## src/rtl/display_mode_ctrl_pkg.sv

```systemverilog
// Shared definitions for the display-mode controller and its consumers
// (display mux, LCD block): mode encodings, LED patterns, blank values.
package display_mode_ctrl_pkg;

  typedef enum logic [1:0] {
    ST_WATCH     = 2'b00,
    ST_STOPWATCH = 2'b01,
    ST_ALARM     = 2'b10,
    ST_RING      = 2'b11
  } mode_e;

  localparam logic [7:0] LED_WATCH    = 8'h01;
  localparam logic [7:0] LED_SW       = 8'h02;
  localparam logic [7:0] LED_ALARM    = 8'h04;
  localparam logic [7:0] LED_RING_ON  = 8'hFF;
  localparam logic [7:0] LED_RING_OFF = 8'h00;

  localparam logic [7:0] SEG_DATA_BLANK = 8'h00;
  localparam logic [7:0] SEG_COM_BLANK  = 8'hFF;

  // Mode-button rotation; RING is never rotated through.
  function automatic mode_e next_mode(input mode_e m);
    case (m)
      ST_WATCH:     return ST_STOPWATCH;
      ST_STOPWATCH: return ST_ALARM;
      default:      return ST_WATCH;
    endcase
  endfunction

  function automatic logic [7:0] mode_led(input mode_e m, input logic blink_on);
    case (m)
      ST_WATCH:     return LED_WATCH;
      ST_STOPWATCH: return LED_SW;
      ST_ALARM:     return LED_ALARM;
      default:      return blink_on ? LED_RING_ON : LED_RING_OFF;
    endcase
  endfunction

endpackage

```

## src/rtl/btn_debounce.sv

```systemverilog
// Push-button conditioner: 2-flop synchronizer, debouncer, rising-edge pulse.
// Ports:
//   clk, rst_n : clock, async active-low reset
//   btn_i      : raw button, asynchronous to clk
//   pulse_o    : one-cycle pulse when a 0->1 transition is accepted
module btn_debounce #(
  parameter int DEBOUNCE_CYC = 20
) (
  input  logic clk,
  input  logic rst_n,
  input  logic btn_i,
  output logic pulse_o
);

  localparam int CW = (DEBOUNCE_CYC > 1) ? $clog2(DEBOUNCE_CYC) : 1;
  localparam logic [CW-1:0] CNT_LOAD = CW'(DEBOUNCE_CYC - 1);

  logic          sync1_q, sync2_q;
  logic          level_q;
  logic          pulse_q;
  logic [CW-1:0] cnt_q;
  logic          accept;

  // Down-counter runs only while the synchronized input disagrees with the
  // accepted level; reaching zero on a disagreeing sample means DEBOUNCE_CYC
  // consecutive equal samples have been seen.
  assign accept = (sync2_q != level_q) && (cnt_q == '0);

  always_ff @(posedge clk or negedge rst_n) begin
    if (!rst_n) begin
      sync1_q <= 1'b0;
      sync2_q <= 1'b0;
      level_q <= 1'b0;
      pulse_q <= 1'b0;
      cnt_q   <= '0;
    end else begin
      sync1_q <= btn_i;
      sync2_q <= sync1_q;
      pulse_q <= accept & sync2_q;
      if (sync2_q == level_q) begin
        cnt_q <= CNT_LOAD;
      end else if (accept) begin
        level_q <= sync2_q;
        cnt_q   <= CNT_LOAD;
      end else begin
        cnt_q <= cnt_q - CW'(1);
      end
    end
  end

  assign pulse_o = pulse_q;

endmodule

```

## src/rtl/display_mode_ctrl.sv

```systemverilog
// Display mode controller: cycles WATCH/STOPWATCH/ALARM on the mode button,
// pre-empts into RING on an alarm, and drives the registered display bus
// and mode LEDs.
// Ports:
//   clk, rst                 : 1 kHz clock, async active-low reset
//   mode_btn, ack_btn        : raw push-buttons
//   alarm_ring               : alarm compare level
//   *_seg_data / *_seg_com   : source display buses
//   seg_data, seg_com        : selected, registered display bus
//   mode_sel, ringing, led   : current mode indication
//
// state     | meaning
// ----------+------------------------------------------------
// WATCH     | time of day shown, led 01
// STOPWATCH | stopwatch shown, led 02
// ALARM     | alarm setting shown, led 04
// RING      | alarm ringing, alarm bus shown blinking, led FF/00
module display_mode_ctrl
  import display_mode_ctrl_pkg::*;
#(
  parameter int DEBOUNCE_CYC = 20,
  parameter int BLINK_HALF   = 250,
  parameter int BLANK_CYC    = 2
) (
  input  logic       clk,
  input  logic       rst,
  input  logic       mode_btn,
  input  logic       ack_btn,
  input  logic       alarm_ring,
  input  logic [7:0] watch_seg_data,
  input  logic [7:0] watch_seg_com,
  input  logic [7:0] sw_seg_data,
  input  logic [7:0] sw_seg_com,
  input  logic [7:0] alm_seg_data,
  input  logic [7:0] alm_seg_com,
  output logic [7:0] seg_data,
  output logic [7:0] seg_com,
  output logic [1:0] mode_sel,
  output logic       ringing,
  output logic [7:0] led
);

  localparam int BLINK_W = (BLINK_HALF > 1) ? $clog2(BLINK_HALF) : 1;
  localparam int BLANK_W = (BLANK_CYC > 0) ? $clog2(BLANK_CYC + 1) : 1;
  localparam logic [BLINK_W-1:0] BLINK_LOAD = BLINK_W'(BLINK_HALF - 1);
  localparam logic [BLANK_W-1:0] BLANK_LOAD = BLANK_W'(BLANK_CYC);

  logic mode_pulse, ack_pulse;

  btn_debounce #(.DEBOUNCE_CYC(DEBOUNCE_CYC)) u_mode_db (
    .clk    (clk),
    .rst_n  (rst),
    .btn_i  (mode_btn),
    .pulse_o(mode_pulse)
  );

  btn_debounce #(.DEBOUNCE_CYC(DEBOUNCE_CYC)) u_ack_db (
    .clk    (clk),
    .rst_n  (rst),
    .btn_i  (ack_btn),
    .pulse_o(ack_pulse)
  );

  mode_e                state_q, state_d;
  mode_e                ret_q, ret_d;
  logic                 alarm_prev_q;
  logic                 alarm_rise;
  logic                 ringing_q;
  logic [7:0]           led_q, led_d;
  logic                 blink_on_q, blink_on_d;
  logic [BLINK_W-1:0]   blink_cnt_q, blink_cnt_d;
  logic [BLANK_W-1:0]   blank_cnt_q;
  logic [7:0]           seg_data_q, seg_com_q;

  assign alarm_rise = alarm_ring & ~alarm_prev_q;

  always_comb begin
    state_d     = state_q;
    ret_d       = ret_q;
    blink_on_d  = 1'b0;
    blink_cnt_d = '0;

    case (state_q)
      ST_RING: begin
        if (ack_pulse || !alarm_ring) state_d = ret_q;
      end
      default: begin
        // The alarm takes priority; a coincident mode pulse is dropped.
        if (alarm_rise) begin
          state_d = ST_RING;
          ret_d   = state_q;
        end else if (mode_pulse) begin
          state_d = next_mode(state_q);
        end
      end
    endcase

    if (state_d == ST_RING) begin
      if (state_q != ST_RING) begin
        blink_on_d  = 1'b1;
        blink_cnt_d = BLINK_LOAD;
      end else if (blink_cnt_q == '0) begin
        blink_on_d  = ~blink_on_q;
        blink_cnt_d = BLINK_LOAD;
      end else begin
        blink_on_d  = blink_on_q;
        blink_cnt_d = blink_cnt_q - BLINK_W'(1);
      end
    end

    led_d = mode_led(state_d, blink_on_d);
  end

  always_ff @(posedge clk or negedge rst) begin
    if (!rst) begin
      state_q      <= ST_WATCH;
      ret_q        <= ST_WATCH;
      // Starts high so an alarm already asserted at reset release is not
      // mistaken for a fresh rising edge.
      alarm_prev_q <= 1'b1;
      ringing_q    <= 1'b0;
      led_q        <= LED_WATCH;
      blink_on_q   <= 1'b0;
      blink_cnt_q  <= '0;
      blank_cnt_q  <= '0;
    end else begin
      state_q      <= state_d;
      ret_q        <= ret_d;
      alarm_prev_q <= alarm_ring;
      ringing_q    <= (state_d == ST_RING);
      led_q        <= led_d;
      blink_on_q   <= blink_on_d;
      blink_cnt_q  <= blink_cnt_d;
      if (state_d != state_q) begin
        blank_cnt_q <= BLANK_LOAD;
      end else if (blank_cnt_q != '0) begin
        blank_cnt_q <= blank_cnt_q - BLANK_W'(1);
      end
    end
  end

  // Display bus samples the source chosen by the current state, so the
  // output trails the source by one cycle.
  always_ff @(posedge clk or negedge rst) begin
    if (!rst) begin
      seg_data_q <= SEG_DATA_BLANK;
      seg_com_q  <= SEG_COM_BLANK;
    end else if (blank_cnt_q != '0) begin
      seg_data_q <= SEG_DATA_BLANK;
      seg_com_q  <= SEG_COM_BLANK;
    end else begin
      case (state_q)
        ST_WATCH: begin
          seg_data_q <= watch_seg_data;
          seg_com_q  <= watch_seg_com;
        end
        ST_STOPWATCH: begin
          seg_data_q <= sw_seg_data;
          seg_com_q  <= sw_seg_com;
        end
        default: begin
          seg_data_q <= alm_seg_data;
          seg_com_q  <= (state_q == ST_RING && !blink_on_q) ? SEG_COM_BLANK : alm_seg_com;
        end
      endcase
    end
  end

  assign seg_data = seg_data_q;
  assign seg_com  = seg_com_q;
  assign mode_sel = state_q;
  assign ringing  = ringing_q;
  assign led      = led_q;

endmodule

```

## config.mk

```make
export PLATFORM = sky130hd
export DESIGN_NAME = display_mode_ctrl
export DESIGN_NICKNAME = d
export VERILOG_FILES = /design/src/rtl/display_mode_ctrl_pkg.sv /design/src/rtl/btn_debounce.sv /design/src/rtl/display_mode_ctrl.sv
export SDC_FILE = /design/constraint.sdc
export NUM_CORES = 1
export LEC_CHECK = 0
export CAP_MARGIN = 20
export CORE_MARGIN = 1.5
export CORE_UTILIZATION = 52
export DETAILED_ROUTE_END_ITERATION = 8
export DONT_BUFFER_PORTS = 1
export PLACE_DENSITY_LB_ADDON = 0.3
export SYNTH_ARGS = -nofsm -noshare
export SYNTH_HDL_FRONTEND = slang
export SYNTH_SLANG_ARGS = --single-unit
```

## constraint.sdc

```tcl
create_clock -name clk -period 1.6 [get_ports clk]
set_input_delay 0 -clock clk [delete_from_list [all_inputs] [get_ports clk]]
set_output_delay 0 -clock clk [all_outputs]
set_load 0.02 [all_outputs]
```

==> impl_metrics.csv, run 1 <==
group,metric,value,unit
floorplan,initial_utilization,54.4,%
synthesis,yosys.cell_count.top_type,"dfrtp_1",
placement,hpwl,3110,um
synthesis,ys_types,39,
pwr,leakage,1.47,nW
sta,period_minus_slack,1550,ps
synthesis,synth_area_leaders,"dfrtp_1 44%, dfstp_2 10%, mux2i_1 6.6%",
synthesis,syn_area,0.00258,sq mm
grt,grt_pass1_vias,1872,
synthesis,yosysTopAreaCell,"dfrtp_1",
cells_and_area,area_growth,24.1,%
clocking,clk_path_buf_depth,2,
floorplan,ios,80,
setup_path,cp-end-kind,"flip-flop",
placement,gp_congestion,0.761,
setup_path,crit_required,1830,ps
cells_and_area,num_antenna_cells,0,
cells_and_area,final_area,0.00321,sq mm
grt,grt_max_degree,56,
synthesis,ys_ff_latch,55,
placement,pre_cts_ws,92.8,ps
pwr,power_density,1760,mW/mm^2
synthesis,synth_edf_count,0,
setup_path,path_buf_inv,1,
synthesis,avgSynthCellArea,11.1,sq um
synthesis,async_flop_share,100,%
route,via_per_inst,5.25,
cells_and_area,n_fill_cell,351,
cells_and_area,finalNetCount,336,
setup_path,critPathSlowestCell,"dfrtp_1",
synthesis,syn_nets,290,
clocking,clkSlewWorstSetupHoldPaths,100,ps
cells_and_area,final_core_util,67.4,%
synthesis,yosysSeqAreaShare,53.7,%
synthesis,synth_common_cells,"45 x dfrtp_1, 31 x nand2_1, 17 x mux2i_1",
sta,fin_ws,48.6,ps
grt,grt-ovfl-total,0,
sta,max_slew_margin,71.7,%
sta,drv_slew,0,
floorplan,die-area,0.00540,sq mm
route,first_pass_iters,4,
floorplan,core_area,0.00475,sq mm
route,num_vias,1818,
synthesis,synth_top_area_share,43.6,%
floorplan,die_y,73.5,um
job,maxCapViolations,0,
pwr,p_total,5.64,mW
placement,port-buffer-count,0,
sta,worst_slew_pin_slew,423,ps
route,wl_per_cell,15.5,um
sta,clock_skew,9.49,ps
placement,place_area,0.00267,sq mm
setup_path,slowest_delay,400,ps
grt,antenna_found_initial,0,
setup_path,critPathMaxFanout,3,
clocking,numCtsBuffers,5,
grt,grt_first_pass_wirelength,8660,um
route,post-route-drc-count,0,
setup_path,criticalPathCategory,"flip-flop to flip-flop",
sta,holdWs,9.71,ps
sta,report.final.hold_viol_count,0,
setup_path,worstSetupStartpointType,"flip-flop",
hold_path,worstHoldPathType,"primary input to flip-flop",
sta,fmax,645,MHz
setup_path,cp_top_family,"simple AND/OR/NAND/NOR gates",
sta,setup_viol,0,
pwr,vdd_drop_max,825,uV
grt,groute.usage.overall,21.5,%
clocking,clkLatencyLatePin,300,ps
clocking,cts_root_buf,"clkbuf_8",
status,status,"complete, no violations",
setup_path,crit_chain,"inv_1, ha_2, or3b_4, or2_4, nor3b_2",
sta,finalCritPeriodShare,97.0,%
route,drt_wl_total,5370,um
clocking,cts_tree,"built",
floorplan,die_w,73.5,um
route,detail-route-antenna-nets,0,
clocking,cts_max_level,2,
cells_and_area,drive_above_1_share,17.6,%
setup_path,cp.arrival,1780,ps
synthesis,synthesis.instances,232,
floorplan,fp-row-count,25,
route,drt-initial-drc-count,107,
clocking,clock_sinks,55,
synthesis,ys.flop_type,"dfrtp_1",
synthesis,ys_warn_count,0,
==> layout by cell type (no fill, tap or decap), types with 3 or more instances in the layout <==
cell type and instances:
mux2i_1 17, buf_4 11, nor2b_1 3, nor3b_1 3, a21oi_1 7, nand2_1 31, nor3_1 6, xor2_1 5
nor2_1 15, dlygate4sd3_1 38, dfstp_2 10, o21ai_0 8, and2_1 11, xnor2_1 10, ha_1 4, clkbuf_8 7
mux2_2 9, o21ai_1 3, inv_1 10, dfrtp_1 45
==> what timing repair did <==
item / CTS / global route
setup endpoints to repair: 0 / 8
hold endpoints to repair: 77 / 0
hold buffers: 39 / 0
resized for setup: 0 / 6
setup buffers: 0 / 1
==> metal layers <==
layer / vias up / part of all wire, % / track usage [%]
met5: - / 0 / 0
met4: 0 / 3.6 / 11.9
met3: 17 / 4.0 / 4.80
met2: 56 / 51 / 36.2
met1: 885 / 42 / 25.3
li1: 860 / - / -
==> worst paths after layout <==
kind                                 endpoint               start  slack [ps]  depth (start not counted)
setup / recovery            u_mode_db.pulse_o  u_mode_db.cnt_q[0]          50                          5
hold / removal                    seg_data[7]   watch_seg_data[7]          10                          3
setup reg to reg            u_mode_db.pulse_o  u_mode_db.cnt_q[0]          50                          5
hold reg to reg              u_ack_db.sync2_q    u_ack_db.sync1_q         360                          0
max in group asynchronous          seg_com[1]                 rst        1100                          2
min in group asynchronous  u_mode_db.cnt_q[2]                 rst         200                          2
==> worst register-to-register path: cells and delay by family (launching register included) <==
| family | cells | cell delay [ps] |
|---|---|---|
| adder cells (fa/ha/maj) | 1 | 170 |
| buffers and inverters | 1 | 70 |
| flip-flops | 1 | 400 |
| AND/OR/NAND/NOR | 3 | 840 |
==> sequential cells by signal, summed over array words and instances, names as in the netlist, 2 cells and up <==
register         cells
ret_q                2
u_ack_db.cnt_q       5
blank_cnt_q          2
blink_cnt_q          8
led                  4
u_mode_db.cnt_q      5
seg_data             8
seg_com              8
mode_sel             2
==> metrics by stage <==
step / TNS, ps / instances
2_1_floorplan: 0 / 232
5_1_grt: -8.28 / 346
4_1_cts: 0 / 345
6_report: 0 / 346
3_3_place_gp: 0 / 298
3_5_place_dp: 0 / 298
==> cell families after synthesis <==
| logic type | Yosys count | synth area share, % |
|---|---|---|
| flip-flops | 55 | 53.7 |
| multiplexers | 26 | 10.5 |
| AND/OR/NAND/NOR | 82 | 16.9 |
| AO/OA/AOI/OAI | 27 | 6.63 |
| adder cells (fa/ha/maj) | 5 | 2.42 |
| XOR/XNOR | 16 | 5.42 |
| buffers and inverters | 21 | 4.36 |
==> final cells by class <==
class | instances | area (sq um) | share of cell area (%)
sequential | 55 | 1390 | 43.3
inverter | 10 | 37.5 | 1.17
timing repair buffer | 50 | 490 | 15.3
clock buffer | 8 | 100 | 3.12
multi-input combinational | 156 | 1110 | 34.5
tap | 67 | 83.8 | 2.61
==> power breakdown <==
| part | total, mW | internal [mW] | switching, mW |
|---|---|---|---|
| sequential | 2.46 | 1.91 | 0.547 |
| clock | 0.828 | 0.396 | 0.432 |
| combinational | 2.36 | 1.09 | 1.27 |
Power figures use the tool's default switching activity.
==> run 2: changes to the inputs <==
- CORE_ASPECT_RATIO: default -> 0.8
==> run 2 against run 1 <==
Against the previous run: the flow now finishes with violations (negative hold slack); via count about the same; fmax up 1.1%; sequential power about the same; die area about the same; cell count down 1.2%; non-clock buffer count up 3; wire length up 4.9%.
==> impl_metrics.csv, run 2 (synthesized netlist as in run 1, its figures left out) <==
group,metric,value,unit
status,status,"finished, violations left",
status,violations,"negative hold slack",
setup_path,path_buf_inv,0,
grt,groute.usage.overall,23.1,%
setup_path,rr_startpoint,"mode_sel[0]",
pwr,leakage,1.49,nW
sta,setup_viol,0,
floorplan,ios,80,
pwr,power_density,1800,mW/mm^2
sta,finalCritPeriodShare,95.9,%
route,wl_per_cell,16.5,um
route,post-route-drc-count,0,
cells_and_area,seq_area,0.00139,sq mm
clocking,cts_root_buf,"clkbuf_8",
cells_and_area,multiInputGateArea,0.00110,sq mm
route,num_vias,1817,
setup_path,criticalPathCategory,"flip-flop to flip-flop",
sta,period_minus_slack,1530,ps
job,maxCapViolations,0,
clocking,cts_max_level,2,
cells_and_area,num_antenna_cells,0,
grt,grt-ovfl-total,0,
floorplan,die-area,0.00541,sq mm
cells_and_area,finalNetCount,339,
setup_path,slowest_delay,450,ps
hold_path,worstHoldPathType,"primary input to flip-flop",
clocking,clock_sinks,55,
grt,antenna_found_initial,0,
sta,holdWs,-1.62,ps
setup_path,critPathLaunch,"mode_sel[0]",
setup_path,crit_required,1800,ps
setup_path,cp_top_family,"compound AO/OA/AOI/OAI gates",
setup_path,critPathSlowestCell,"dfrtp_2",
cells_and_area,final_cells,342,
cells_and_area,final_cell_mix,"43 x dfrtp_1, 43 x dlygate4sd3_1, 31 x nand2_1, 17 x mux2i_1, 15 x nor2_1",
clocking,clk_path_buf_depth,2,
route,drt-initial-drc-count,151,
floorplan,core_area,0.00468,sq mm
pwr,p_total,5.84,mW
setup_path,ff2ff_path_depth,4,
setup_path,cp-end-kind,"flip-flop",
setup_path,rr_endpoint,"led[1]",
clocking,cts_tree,"built",
floorplan,die_w,81.8,um
route,drt_wl_total,5640,um
cells_and_area,drive_above_1_share,17.4,%
route,via_per_inst,5.31,
placement,port-buffer-count,0,
floorplan,initial_utilization,55.2,%
placement,gp_congestion,0.801,
grt,grt_max_degree,56,
route,first_pass_iters,4,
floorplan,die_y,66.1,um
setup_path,crit_chain,"and3b_1, o21ba_1, a221o_1, o31a_1",
setup_path,worstSetupStartpointType,"flip-flop",
route,detail-route-antenna-nets,0,
sta,worst_slew_pin_slew,434,ps
clocking,numCtsBuffers,5,
cells_and_area,n_fill_cell,346,
setup_path,cp.depth,4,
grt,grt_first_pass_wirelength,9200,um
clocking,clkSlewWorstSetupHoldPaths,100,ps
pwr,vdd_drop_max,1170,uV
clocking,clkLatencyLatePin,310,ps
cells_and_area,area_growth,25.8,%
setup_path,critPathMaxFanout,6,
sta,report.final.hold_viol_count,1,
setup_path,crit_end,"led[1]",
sta,clock_skew,6.69,ps
grt,grt_pass1_vias,1920,
sta,drv_slew,0,
setup_path,r2r_setup_slack,70,ps
sta,max_slew_margin,71.0,%
placement,dp_cells,290,
sta,fmax,652,MHz
placement,hpwl,3090,um
setup_path,cp.arrival,1730,ps
floorplan,fp-row-count,22,
[run 2: cell count changes in the layout (fill, tap and decap cells not counted), sizes merged]
| cell | before | now |
|---|---|---|
| buf | 12 | 10 |
| bufinv | 0 | 1 |
| clkbuf | 8 | 6 |
| dlygate4sd3 | 38 | 43 |
| inv | 10 | 11 |
[run 2: what timing repair did]
action / 4_1_cts / 5_1_grt
hold buffers: 44 / 0
endpoints found under the hold margin: 74 / 0
buffers inserted: 0 / 0
endpoints found under the setup margin: 0 / 15
gates resized for setup: 0 / 7
[run 2: cell type report]
| class | count | share of cell area (%) |
|---|---|---|
| clock buffers | 6 | 2.54 |
| clock inverters | 2 | 1.19 |
| inverters | 10 | 1.15 |
| multi-input cells | 156 | 33.9 |
| flip-flops and latches | 55 | 42.8 |
| well taps | 60 | 2.31 |
| repair buffers | 53 | 16.2 |
[run 2: worst reg2reg max path: stages, from the launching register on]
cell,delay [ps]
dfrtp_2,450
and3b_1,200
o21ba_1,180
a221o_1,300
o31a_1,290
[run 2: worst min-delay path by stage]
stage	slack [ps]	start	cells past startpoint	end
2_1_floorplan	-300	rst	0	blank_cnt_q[0]
3_3_place_gp	-290	rst	0	seg_data[4]
3_5_place_dp	-290	rst	0	seg_data[4]
4_1_cts	3	sw_seg_data[0]	3	seg_data[0]
5_1_grt	8	alarm_ring	3	ret_q[0]
6_report	-2	watch_seg_data[3]	3	seg_data[3]
[run 2: report_power, final]
| group | switching, mW | internal (mW) | total [mW] |
|---|---|---|---|
| clock network | 0.464 | 0.515 | 0.979 |
| registers | 0.564 | 1.91 | 2.48 |
| logic | 1.30 | 1.08 | 2.38 |
[run 2: per-layer routing]
layer	GRT usage (%)	share of wire [%]	up-vias
met5	0	0	-
met4	9.53	2.6	0
met3	4.83	4.9	14
met2	39.1	51	61
met1	28.7	42	878
li1	-	-	864
[run 2: through the flow]
stage / cell area (sq um) / setup slack [ps] / setup TNS, ps / util (%)
CTS: 3230 / 43.9 / 0 / 69.1
global route: 3250 / -5.27 / -6.52 / 69.5
finish: 3250 / 65.1 / 0 / 69.5
detailed placement: 2650 / 49.9 / 0 / 56.7
floorplan: 2580 / 56.9 / 0 / -
global placement: 2650 / 99.3 / 0 / 56.7
==> run 3: changes to the inputs <==
- ABC_AREA: default -> 1
==> run 3 against run 2 <==
Against the previous run: the run now ends clean; clock skew is 1.1 ps higher; die area is 0.24% lower; clock-buffer cell count stayed put; critical endpoint is now seg_data[2]; design area is 0.92% higher; sequential power is 7% lower; total power is 11% lower; largest power group unchanged; fmax is 1.7% higher; critical path depth is 3 higher; first-iteration DRC count is 5.3% higher; via count is 20% higher.
==> impl_metrics.csv, run 3 <==
group,metric,value,unit
sta,max_slew_margin,62.9,%
setup_path,cp.arrival,1760,ps
setup_path,rr_endpoint,"seg_data[2]",
status,status,"complete, no violations",
setup_path,critPathSlowestCell,"dfrtp_1",
setup_path,cp_top_family,"flip-flops",
pwr,combPwrFrac,41.2,%
synthesis,synth_edf_count,0,
floorplan,fp-row-count,22,
sta,drv_slew,0,
placement,gp_congestion,0.857,
placement,hpwl,3390,um
hold_path,min_to,"mode_sel[0]",
clocking,cts_tree,"built",
route,drt-initial-drc-count,159,
sta,period_minus_slack,1510,ps
route,first_pass_iters,4,
sta,worst_slew_pin_slew,554,ps
grt,antenna_found_initial,1,
cells_and_area,final_cells,420,
pwr,power_density,1580,mW/mm^2
synthesis,ys.flop_type,"dfrtp_1",
setup_path,worstSetupStartpointType,"flip-flop",
floorplan,core_area,0.00468,sq mm
synthesis,async_flop_share,100,%
route,wl_per_cell,14.9,um
route,drt_wl_total,6240,um
grt,grt-ovfl-total,0,
synthesis,synthesis.instances,299,
clocking,clock_sinks,55,
clocking,cts_setup_buffers,0,
job,maxCapViolations,0,
clocking,numCtsBuffers,5,
setup_path,ff2ff_path_depth,7,
setup_path,criticalPathCategory,"flip-flop to flip-flop",
sta,fmax,663,MHz
clocking,clkSlewWorstSetupHoldPaths,90,ps
pwr,swShare,43.3,%
synthesis,syn_area,0.00258,sq mm
setup_path,critPathMaxFanout,12,
synthesis,synth_common_cells,"97 x nand2_1, 45 x dfrtp_1, 32 x inv_1",
sta,tns,0,ps
pwr,p_switching,2.25,mW
synthesis,ys_types,34,
placement,port-buffer-count,0,
floorplan,initial_utilization,55.1,%
hold_path,worstHoldPathType,"primary input to flip-flop",
synthesis,ys_warn_count,0,
pwr,leakage,1.61,nW
route,post-route-drc-count,0,
pwr,pwr-share-clk,14.4,%
synthesis,avgSynthCellArea,8.62,sq um
pwr,vdd_drop_max,925,uV
sta,clock_skew,7.79,ps
synthesis,synth_top_area_share,43.7,%
setup_path,r2r_setup_slack,90,ps
synthesis,synth_area_leaders,"dfrtp_1 44%, nand2_1 14%, dfstp_2 10%",
grt,grt_first_pass_wirelength,9880,um
synthesis,yosysSeqAreaShare,53.9,%
setup_path,path_buf_inv,3,
setup_path,cp-end-kind,"flip-flop",
floorplan,die_w,81.7,um
floorplan,ios,80,
route,num_vias,2189,
route,via_per_inst,5.21,
pwr,p_total,5.20,mW
cells_and_area,drive_above_1_share,11.5,%
synthesis,ys_ff_latch,55,
hold_path,hold_depth,4,
cells_and_area,final_cell_mix,"97 x nand2_1, 52 x dlygate4sd3_1, 45 x dfrtp_1, 32 x inv_1, 25 x nor2_1",
hold_path,min_from,"alarm_ring",
clocking,clkLatencyLatePin,310,ps
clocking,cts_root_buf,"clkbuf_8",
cells_and_area,finalNetCount,414,
sta,report.final.hold_viol_count,0,
setup_path,critical_path.most_common_cell,"nand2_1",
grt,groute.usage.overall,25.1,%
floorplan,die-area,0.00539,sq mm
cells_and_area,area_growth,27.3,%
setup_path,slowest_delay,570,ps
sta,finalCritPeriodShare,94.3,%
setup_path,crit_required,1850,ps
synthesis,syn_nets,357,
sta,rsz0062_at_grt,"no",
route,detail-route-antenna-nets,0,
setup_path,rr_startpoint,"mode_sel[0]",
pwr,seq_power_share,44.4,%
synthesis,yosys.cell_count.top_type,"nand2_1",
setup_path,crit_chain,"nand2_1, inv_1, buf_4, nand2_1, nand3_1, nand2_1, inv_1",
sta,setup_viol,0,
pwr,p_int,2.95,mW
clocking,clk_path_buf_depth,2,
clocking,cts_max_level,2,
synthesis,yosysTopAreaCell,"dfrtp_1",
floorplan,die_y,66.0,um
cells_and_area,final_common_cell,"nand2_1",
placement,dp_cells,356,
grt,grt_pass1_vias,2173,
grt,grt_max_degree,56,
==> run 3: what timing repair did <==
action | 4_1_cts | 5_1_grt
gates resized for setup | 0 | 0
hold buffers | 53 | 0
setup endpoints to repair | 0 | 0
endpoints found under the hold margin | 75 | 0
==> run 3: final cells by class <==
type | instances | area [sq um]
Sequential cell | 55 | 1390
Antenna cell | 3 | 7.51
Clock buffer | 6 | 72.6
Multi-Input combinational cell | 196 | 975
Clock inverter | 2 | 13.8
Timing Repair Buffer | 60 | 601
Fill cell | 331 | 1400
Tap cell | 60 | 75.1
Inverter | 38 | 150
==> run 3: worst max path at each step <==
| stage | startpoint | to | depth (start not counted) |
|---|---|---|---|
| finish | mode_sel[0] | seg_data[2] | 7 |
| detailed placement | blink_cnt_q[0] | blink_cnt_q[1] | 7 |
| floorplan | mode_sel[1] | seg_data[5] | 7 |
| global route | blink_cnt_q[0] | blink_cnt_q[2] | 7 |
| CTS | blink_cnt_q[0] | blink_cnt_q[1] | 7 |
| global placement | alarm_prev_q | led[2] | 9 |
==> run 3: logic make-up (layout without fill, tap and decap cells) <==
logic type               Yosys count  in the layout  synth area share [%]
flip-flops                        55             55                  53.9
AO/OA/AOI/OAI                     21             21                  4.37
other                              0              3                     0
adder cells (fa/ha/maj)            5              5                  2.43
XOR/XNOR                           8              8                  2.72
buffers and inverters             48            106                  8.35
AND/OR/NAND/NOR                  162            162                  28.3
==> run 3: power groups by stage <==
stage / clock [mW] / sequential, mW / combinational (mW)
global route: 0.841 / 2.36 / 2.46
global placement: 0 / 2.31 / 1.90
finish: 0.751 / 2.31 / 2.14
floorplan: 0 / 2.30 / 1.62
CTS: 0.763 / 2.30 / 2.11
detailed placement: 0 / 2.31 / 1.97
==> run 3: stage by stage <==
step / area [sq um] / hold WS [ps] / utilization [%] / worst slack (ps)
global placement: 2640 / -293 / 56.4 / 222
CTS: 3280 / 61.3 / 70.0 / 134
global route: 3280 / 84.1 / 70.1 / 14.4
detailed placement: 2640 / -294 / 56.4 / 154
finish: 3280 / 68.2 / 70.2 / 90.6
floorplan: 2580 / -296 / - / 231
==> run 3: worst min-delay path: stages <==
cell     delay, ps
nand2_1         50
nand2_1         80
nand2_2         70
nand3_4        130
==> run 3: routing by layer <==
metal	routed length [um]	part of all wire (%)	GRT usage (%)
met4	345	5.5	18.6
met3	350	5.6	8.14
met5	0	0	0
met1	2520	40	29.3
met2	3030	49	38.4
